==> src/rtl/pixel_stream_pkg.sv <==
// Shared constants, FSM state type and lane-unpack helper for the pixel band streamer.
package pixel_stream_pkg;

    localparam int IMG_W  = 20;
    localparam int IMG_H  = 20;
    localparam int LANES  = 5;
    localparam int PIX_W  = 5;
    localparam int ADDR_W = 7;
    localparam int BEATS  = IMG_W * IMG_H / LANES;
    localparam int WORD_W = LANES * PIX_W;

    typedef enum logic [1:0] {
        IDLE   = 2'd0,
        STREAM = 2'd1,
        DONE   = 2'd2
    } stream_state_t;

    // Pick lane k out of a packed SRAM word (lane k sits at bits [k*PIX_W +: PIX_W]).
    function automatic logic [PIX_W-1:0] lane_pix(input logic [WORD_W-1:0] word,
                                                  input int unsigned k);
        return word[k*PIX_W +: PIX_W];
    endfunction

endpackage

==> src/rtl/stream_skid_fifo.sv <==
// 2-entry skid FIFO that catches SRAM read data; the head falls through
// combinationally when empty so an arriving word can be consumed the same cycle.
module stream_skid_fifo
    import pixel_stream_pkg::*;
(
    input  logic              clk,
    input  logic              reset,
    input  logic              push,
    input  logic              pop,
    input  logic [WORD_W-1:0] wdata,
    output logic [WORD_W-1:0] rdata,
    output logic              head_vld,
    output logic [1:0]        count,
    output logic              full,
    output logic              empty
);

    logic [WORD_W-1:0] mem [2];
    logic              wr_ptr;
    logic              rd_ptr;
    logic              store;
    logic              take;

    // A push that is popped straight through while empty never lands in storage.
    assign store    = push && !(empty && pop);
    assign take     = pop && !empty;
    assign empty    = (count == 2'd0);
    assign full     = (count == 2'd2);
    assign head_vld = !empty || push;
    assign rdata    = empty ? wdata : mem[rd_ptr];

    // Pointer and occupancy bookkeeping.
    always_ff @(posedge clk or negedge reset) begin
        if (!reset) begin
            wr_ptr <= 1'b0;
            rd_ptr <= 1'b0;
            count  <= 2'd0;
        end else begin
            if (store) wr_ptr <= ~wr_ptr;
            if (take)  rd_ptr <= ~rd_ptr;
            count <= count + {1'b0, store} - {1'b0, take};
        end
    end

    // Entry storage; contents are don't-care until counted as occupied.
    always_ff @(posedge clk) begin
        if (store) mem[wr_ptr] <= wdata;
    end

endmodule

==> src/rtl/pixel_band_streamer.sv <==
// Streams a 20x20 frame from packed SRAM as 5 parallel row lanes per beat,
// band by band and column by column, with downstream hold support.
// Optional checksum output enabled by defining STREAM_CSUM_EN.
module pixel_band_streamer
    import pixel_stream_pkg::*;
(
    input  logic              clk,
    input  logic              reset,
    input  logic              start,
    output logic              busy,
    output logic              done,
    output logic              mem_rd,
    output logic [ADDR_W-1:0] mem_addr,
    input  logic [WORD_W-1:0] mem_rdata,
    input  logic              hold,
    output logic              out_valid,
    output logic [PIX_W-1:0]  pixel_out0,
    output logic [PIX_W-1:0]  pixel_out1,
    output logic [PIX_W-1:0]  pixel_out2,
    output logic [PIX_W-1:0]  pixel_out3,
    output logic [PIX_W-1:0]  pixel_out4,
`ifdef STREAM_CSUM_EN
    output logic              load_end,
    output logic [15:0]       csum
`else
    output logic              load_end
`endif
);

    stream_state_t     state;
    logic [ADDR_W-1:0] rd_cnt;
    logic [ADDR_W-1:0] ld_cnt;
    logic              rvld_p1;
    logic [WORD_W-1:0] out_word_p2;

    logic [WORD_W-1:0] head_word;
    logic              head_vld;
    logic [1:0]        occ;
    logic              fifo_full;
    logic              fifo_empty;

    logic              consume;
    logic              load;
    logic [2:0]        pend;
    logic              issue;

    assign consume = out_valid && !hold;
    assign load    = head_vld && (!out_valid || !hold);

    // Words the FIFO will hold or still receive after this edge, before any new read.
    assign pend  = 3'(occ) + 3'(rvld_p1) + 3'(mem_rd) - 3'(load);
    assign issue = (state == STREAM) && (rd_cnt < ADDR_W'(BEATS)) && (pend < 3'd2);

    stream_skid_fifo u_skid (
        .clk      (clk),
        .reset    (reset),
        .push     (rvld_p1),
        .pop      (load),
        .wdata    (mem_rdata),
        .rdata    (head_word),
        .head_vld (head_vld),
        .count    (occ),
        .full     (fifo_full),
        .empty    (fifo_empty)
    );

    // Frame sequencing: IDLE -> STREAM -> DONE (one-cycle done pulse) -> IDLE.
    always_ff @(posedge clk or negedge reset) begin
        if (!reset) begin
            state <= IDLE;
            busy  <= 1'b0;
            done  <= 1'b0;
        end else begin
            case (state)
                IDLE: begin
                    done <= 1'b0;
                    if (start) begin
                        state <= STREAM;
                        busy  <= 1'b1;
                    end
                end
                STREAM: begin
                    if (consume && load_end) begin
                        state <= DONE;
                        done  <= 1'b1;
                    end
                end
                DONE: begin
                    state <= IDLE;
                    done  <= 1'b0;
                    busy  <= 1'b0;
                end
                default: begin
                    state <= IDLE;
                    done  <= 1'b0;
                    busy  <= 1'b0;
                end
            endcase
        end
    end

    // SRAM read issue, read counter and read-valid pipeline.
    always_ff @(posedge clk or negedge reset) begin
        if (!reset) begin
            mem_rd   <= 1'b0;
            mem_addr <= '0;
            rd_cnt   <= '0;
            rvld_p1  <= 1'b0;
        end else begin
            rvld_p1 <= mem_rd;
            mem_rd  <= issue;
            if (state == IDLE && start) begin
                rd_cnt <= '0;
            end else if (issue) begin
                mem_addr <= rd_cnt;
                rd_cnt   <= rd_cnt + 1'b1;
            end
        end
    end

    // Output beat control: load from FIFO head when empty or when the current beat is consumed.
    always_ff @(posedge clk or negedge reset) begin
        if (!reset) begin
            out_valid <= 1'b0;
            load_end  <= 1'b0;
            ld_cnt    <= '0;
        end else begin
            if (state == IDLE && start) begin
                ld_cnt <= '0;
            end else if (load) begin
                ld_cnt <= ld_cnt + 1'b1;
            end
            if (load) begin
                out_valid <= 1'b1;
                load_end  <= (ld_cnt == ADDR_W'(BEATS - 1));
            end else if (consume) begin
                out_valid <= 1'b0;
                load_end  <= 1'b0;
            end
        end
    end

    // Output beat data; only meaningful while out_valid is high.
    always_ff @(posedge clk) begin
        if (load) out_word_p2 <= head_word;
    end

    assign pixel_out0 = out_valid ? lane_pix(out_word_p2, 0) : '0;
    assign pixel_out1 = out_valid ? lane_pix(out_word_p2, 1) : '0;
    assign pixel_out2 = out_valid ? lane_pix(out_word_p2, 2) : '0;
    assign pixel_out3 = out_valid ? lane_pix(out_word_p2, 3) : '0;
    assign pixel_out4 = out_valid ? lane_pix(out_word_p2, 4) : '0;

`ifdef STREAM_CSUM_EN
    logic [15:0] beat_sum;

    // Sum of the five pixels in the beat currently presented.
    always_comb begin
        beat_sum = '0;
        for (int k = 0; k < LANES; k++) begin
            beat_sum = beat_sum + 16'(lane_pix(out_word_p2, k));
        end
    end

    // Running modulo-2^16 pixel sum over consumed beats, cleared on accepted start.
    always_ff @(posedge clk or negedge reset) begin
        if (!reset) begin
            csum <= '0;
        end else if (state == IDLE && start) begin
            csum <= '0;
        end else if (consume) begin
            csum <= csum + beat_sum;
        end
    end
`endif

endmodule

==> config.mk <==
export PLATFORM = sky130hd
export DESIGN_NAME = pixel_band_streamer
export DESIGN_NICKNAME = d
export VERILOG_FILES = /design/src/rtl/pixel_stream_pkg.sv /design/src/rtl/stream_skid_fifo.sv /design/src/rtl/pixel_band_streamer.sv
export SDC_FILE = /design/constraint.sdc
export NUM_CORES = 1
export LEC_CHECK = 0
export ABC_AREA = 1
export BUFFER_PORTS_ARGS = -buffer_cell sky130_fd_sc_hd__buf_4
export CORE_UTILIZATION = 50
export CTS_BUF_LIST = sky130_fd_sc_hd__clkbuf_4
export DETAILED_ROUTE_END_ITERATION = 8
export PLACE_DENSITY = 0.68
export RECOVER_POWER = 100
export SKIP_LAST_GASP = 1
export SLEW_MARGIN = 10
export SYNTH_ARGS = -nofsm -noshare
export SYNTH_HDL_FRONTEND = slang
export SYNTH_HIERARCHICAL = 1
export SYNTH_SLANG_ARGS = --single-unit
==> constraint.sdc <==
create_clock -name clk -period 5.7 [get_ports clk]
set_input_delay 0 -clock clk [delete_from_list [all_inputs] [get_ports clk]]
set_output_delay 0 -clock clk [all_outputs]
set_load 0.005 [all_outputs]
# [Word-level counts from Yosys, hierarchy flattened]
# Memories as Yosys holds them, arrays and structs flattened.
# Cells that the tools add are included.
[op_classes] add_sub_neg=7 order_cmp=2 n_eq_ne=4 muxes=22 bitwise_logic=4 reduce_logical=23
[op_table] cell="7-bit 2-to-1 mux" count=4
[op_table] cell="25-bit 2-to-1 mux" count=1
[op_table] cell="5-bit 2-to-1 mux" count=5
[op_table] cell="7-bit by 1-bit adder with 7-bit output (second input constant)" count=2
[op_table] cell="1-bit logical AND" count=9
[op_table] cell="1-bit 2-to-1 mux" count=8
[op_table] cell="7-bit == test (second input constant)" count=1
[op_table] cell="7-bit < comparator (second input constant)" count=1
[op_table] cell="2-bit AND reduction" count=3
[op_table] cell="2-bit nonzero test" count=3
[op_table] cell="1-bit logical NOT" count=4
[op_table] cell="2-bit logical NOT" count=2
[op_table] cell="2-bit 2-to-1 mux" count=2
[op_table] cell="1-bit inverter" count=4
[op_table] cell="2-bit case mux with 2 select lines" count=1
[op_table] cell="2-bit by 1-bit adder with 3-bit output" count=1
[op_table] cell="3-bit by 1-bit adder with 3-bit output" count=1
[op_table] cell="3-bit by 2-bit < comparator with 1-bit output (second input constant)" count=1
[op_table] cell="3-bit by 1-bit subtractor with 3-bit output" count=1
[op_table] cell="2-bit by 1-bit adder with 2-bit output" count=1
[op_table] cell="2-bit by 1-bit == test with 1-bit output (second input constant)" count=1
[op_table] cell="1-bit logical OR" count=2
[op_table] cell="2-bit by 1-bit inequality test with 1-bit output (second input constant)" count=1
[op_table] cell="2-bit inequality test (second input constant)" count=1
[op_table] cell="other kinds (2)" count=2
[word_totals] ff_bits=58 ram_bits=50 input_bits=29 out_inout_bits=37 elab_cells=77 mem_count=1
[mem_list] name="u_skid.mem" depth=2 width=25 rd=1 rd_clocked_by_memory_dff=0 wr=1 line_no="stream_skid_fifo.sv:18" text="logic [WORD_W-1:0] mem [2];"

# [Depth between registers and ports, before layout]
[depth] ltp_word=9 depth_mapped=18 mapped_depth_nobuf=17

# [Hierarchy]
# Netlist, hierarchy kept.
[by_module_without_submodules] module="stream_skid_fifo" n_inst=1 cells_each=242 area_per_inst_um2=2478.6
[by_module_without_submodules] module="pixel_band_streamer" n_inst=1 cells_each=247 area_per_inst_um2=2423.6

# [Worst setup path after synthesis]
# OpenSTA, ideal clock, no wires.
[synth_path] path_kind="reg2reg" startpoint="register u_skid.count[1]" endpoint="register rd_cnt[3]" setup_ns=0.118 arrival_time_ns=3.353 required_time_ns=5.582 slack_ns=2.229 stages_incl_launch_ff=18 synth_period_minus_slack_ns=3.471 path_cell_list="dfrtp_1 nor2_4 inv_2 or2_1 nand2_2 inv_1 ha_1 inv_1 ha_1 a21o_1 fa_1 inv_1 nand3_1 nor2_4 nand2_4 buf_6 nand3_1 nand2_1"
[synth_via] elab_chain_len=8 elab_cells_between_ends=10 classes_between="add/sub (3); order compare (1); reduce/logical (6)"
[synth_lines] item="start: declaration" line_no="stream_skid_fifo.sv:13" text="output logic [1:0] count,"
[synth_lines] item="start signal: assignment" line_no="stream_skid_fifo.sv:41" text="count <= count + {1'b0, store} - {1'b0, take};"
[synth_lines] item="2-bit logical NOT" line_no="stream_skid_fifo.sv:27" text="assign empty = (count == 2'd0);"
[synth_lines] item="1-bit logical NOT" line_no="stream_skid_fifo.sv:29" text="assign head_vld = !empty || push;"
[synth_lines] item="1-bit logical OR" line_no="stream_skid_fifo.sv:29"
[synth_lines] item="named net head_vld" line_no="pixel_band_streamer.sv:37" text="logic head_vld;"
[synth_lines] item="1-bit logical AND" line_no="pixel_band_streamer.sv:48" text="assign load = head_vld && (!out_valid || !hold);"
[synth_lines] item="named net load" line_no="pixel_band_streamer.sv:43" text="logic load;"
[synth_lines] item="3-bit by 1-bit subtractor with 3-bit output" line_no="pixel_band_streamer.sv:51" text="assign pend = 3'(occ) + 3'(rvld_p1) + 3'(mem_rd) - 3'(load);"
[synth_lines] item="3-bit by 2-bit < comparator with 1-bit output" line_no="pixel_band_streamer.sv:52" text="assign issue = (state == STREAM) && (rd_cnt < ADDR_W'(BEATS)) && (pend < 3'd2);"
[synth_lines] item="1-bit logical AND" line_no="pixel_band_streamer.sv:52"
[synth_lines] item="2-bit nonzero test (no line)"
[synth_lines] item="end signal: assignment" line_no="pixel_band_streamer.sv:116" text="rd_cnt <= rd_cnt + 1'b1;"
[synth_lines] item="end: declaration" line_no="pixel_band_streamer.sv:31" text="logic [ADDR_W-1:0] rd_cnt;"
# The timed path passes the listed nets, and every way through them passes these cells.
# A chain may end at the register's enable or synchronous reset.

# [Worst setup path in the final report]
[layout_path] startpoint="register u_skid.count[1]" endpoint="register mem_addr[4]"
[layout_via] elab_chain_len=8 elab_cells_between_ends=10 classes_between="add/sub (3); order compare (1); reduce/logical (6)"
[layout_lines] item="2-bit logical NOT" line_no="stream_skid_fifo.sv:27"
[layout_lines] item="named net fifo_empty" line_no="pixel_band_streamer.sv:40" text="logic fifo_empty;"
[layout_lines] item="1-bit logical NOT" line_no="stream_skid_fifo.sv:29"
[layout_lines] item="1-bit logical OR" line_no="stream_skid_fifo.sv:29"
[layout_lines] item="named net head_vld" line_no="pixel_band_streamer.sv:37"
[layout_lines] item="1-bit logical AND" line_no="pixel_band_streamer.sv:48"
[layout_lines] item="named net load" line_no="pixel_band_streamer.sv:43"
[layout_lines] item="3-bit by 1-bit subtractor with 3-bit output" line_no="pixel_band_streamer.sv:51"
[layout_lines] item="3-bit by 2-bit < comparator with 1-bit output" line_no="pixel_band_streamer.sv:52"
[layout_lines] item="1-bit logical AND" line_no="pixel_band_streamer.sv:52"
[layout_lines] item="2-bit AND reduction (no line)"
[layout_lines] item="end signal: assignment" line_no="pixel_band_streamer.sv:115" text="mem_addr <= rd_cnt;"
[layout_lines] item="end: declaration" line_no="pixel_band_streamer.sv:13" text="output logic [ADDR_W-1:0] mem_addr,"
# The timed path passes the listed nets, and every way through them passes these cells.

==> metrics.md <==
| Metric | Value |
|---|---|
| Synth Instances | 487 |
| Internal | around 1700 uW |
| Htree depth | 3 |
| Max-slew violation count | 60 |
| Worst-path fanout max | 29 |
| Final clock skew | approximately 23 ps |
| Failing checks | max-capacitance violations, max-slew violations |
| Slew HR | -17.6% |
| Fin util | roughly three fifths |
| Worst skew pair latency | 440 ps |
| Worst path required time | approximately 6100 ps |
| DRT antenna net count | 0 |
| HP Class | in -> reg |
| Max frequency | about 240 MHz |
| Initial antenna violation count | 0 |
| Pwr Density | roughly 500 nW/um^2 |
| Antenna diode count | 0 |
| Buffers added on ports | 65 |
| Sw frac | 40.0% |
| CP startpoint kind | flip-flop |
| Cell Rows | 35 |
| Largest net degree at the start of global routing | 34 |
| Post-Route WL | between 9000 and 10000 um |
| CTS tree | built |
| Final setup TNS | 0 ps |
| Share of layout cells above drive strength 1 | roughly 15% |
| Fin nets | roughly 610 |
| Core ar. | 9370 um^2 |
| Clock Power Share | between 10% and 20% |
| Most frequent cells in the layout | nand2_1, nor2_1, edfxtp_1 |
| Pre-antenna DRT Iters | 4 |
| Layout area overhead | 15.1% |
| Combinational Power Share | about two fifths |
| Die Wd | between 100 and 150 um |
| Slew @ Worst Pin | roughly 1800 ps |
| Die H | 101 um |
| NetSw | roughly 1100 uW |
| TritonCTS Buffers | 9 |
| Global-route wire length before repair | between 15000 and 20000 um |
| Clock buffer depth | 2 |
| Die area | about 10000 um^2 |
| Initial Util | 52.2% |
| CP endpoint kind | flip-flop |
| Clk slew on worst S/H paths | ~170 ps |
| Post-CTS setup buffer count | 0 |
| Seq pwr share | a little under half |
| Root buffer cell | clkbuf_4 |
| Most common cell after layout, fill and taps aside | nand2_1 |
| DRC | 0 |
| Crit path DAT | about 4600 ps |
| Critical path class | reg -> reg |
| Max-cap violation count | 2 |
| Cell area after layout | between 5000 and 6000 um^2 |
| Tmin final | 4240 ps |
| Fin crit share | ~74% |
| Final Hold Viols | 0 |
| Post-Place Cell Area | around 5400 um^2 |
| Clk sinks | 108 |
| Ports | between 60 and 70 |
| Endpoints failing setup | 0 |
| Via density | 4.69 |
| WL/cell | between 10 and 15 um |
| LEAKAGE | roughly 0.0026 uW |
| Iter 0 DRT Violations | 144 |
| Syn avg cell area | a little over 10 um^2 |
| Dpl hpwl | 5660 um |
| Total GRT Usage | about a fifth |
| RSZ-0062 raised after global routing | no |
| Via Count | 3337 |
| Post-Syn Area | roughly 4900 um^2 |
| GRT overflow | 0 |
| Placer Congestion | 0.743 |
| Net Count, Synth | around 520 |
| Peak VDD IR | around 0.22 mV |
| Vias in the first global route | 3157 |
| Synth warn | 6 |
| Run status | finished, violations left |
==> power groups by stage <==
stage / clock (uW) / combinational (uW) / sequential [uW]
final: 337 / 1190 / 1330
after global routing: 380 / 1380 / 1360
after CTS: 351 / 1310 / 1340
after detailed placement: 0 / 1290 / 1360
after global placement: 0 / 1250 / 1350
after floorplan: 0 / 1010 / 1270
==> state kept, by name, summed over array words and instances (netlist names) <==
register       cells
ld_cnt             7
u_skid/mem        50
mem_rd             1
load_end           1
state              2
u_skid/wr_ptr      1
busy               1
out_valid          1
done               1
rvld_p1            1
u_skid/rd_ptr      1
u_skid/count       2
mem_addr           7
rd_cnt             7
out_word_p2       25
==> repair_timing <==
| item | 4_1_cts | 5_1_grt |
|---|---|---|
| resized for setup | 0 | 0 |
| hold buffers | 27 | 0 |
| hold endpoints to repair | 115 | 0 |
==> layer usage <==
metal,track usage [%],vias up,share of wire [%]
met1,27.9,1530,47
met4,5.13,0,0.99
met3,3.68,8,5.1
met5,0,-,0
li1,-,1709,-
met2,31.3,90,47
==> critical path, cell delays in order (launching register included) <==
cell     delay, ps
dfrtp_1        470
nor2_1          90
inv_1          640
or2_0          220
nand2_1        160
inv_1           80
buf_4          350
ha_1           310
inv_1           60
ha_1           210
a21o_1         160
fa_1           420
inv_1          100
nand3_1         90
nor2_1         140
nand2_1        340
o21ai_0        310
==> final timing paths <==
path,startpoint,endpoint,slack (ps),cells past startpoint
setup / recovery,u_skid/count[1],mem_addr[4],1460,16
hold / removal,start,state[0],290,3
setup reg to reg,u_skid/count[1],mem_addr[4],1460,16
hold reg to reg,mem_rd,rvld_p1,430,0
max in group asynchronous,reset,mem_addr[1],4120,2
min in group asynchronous,reset,ld_cnt[5],550,2
==> per-stage QoR <==
step	instances	hold slack, ps	setup WS (ps)	total power (uW)
global placement	668	-36.0	2140	2590
global route	711	333	1020	3120
floorplan	487	-296	2240	2270
CTS	711	3.60	1980	3000
finish	711	287	1460	2860
detailed placement	668	-31.1	2000	2650
==> layout make-up <==
class,count,area [um^2]
Clock inverter,6,36.3
Fill cell,863,3740
Sequential cell,108,3080
Clock buffer,10,75.1
Timing Repair Buffer,95,679
Tap cell,129,161
Inverter,56,211
Multi-Input combinational cell,307,1390
Note: power is estimated with default switching activity, not from simulation.
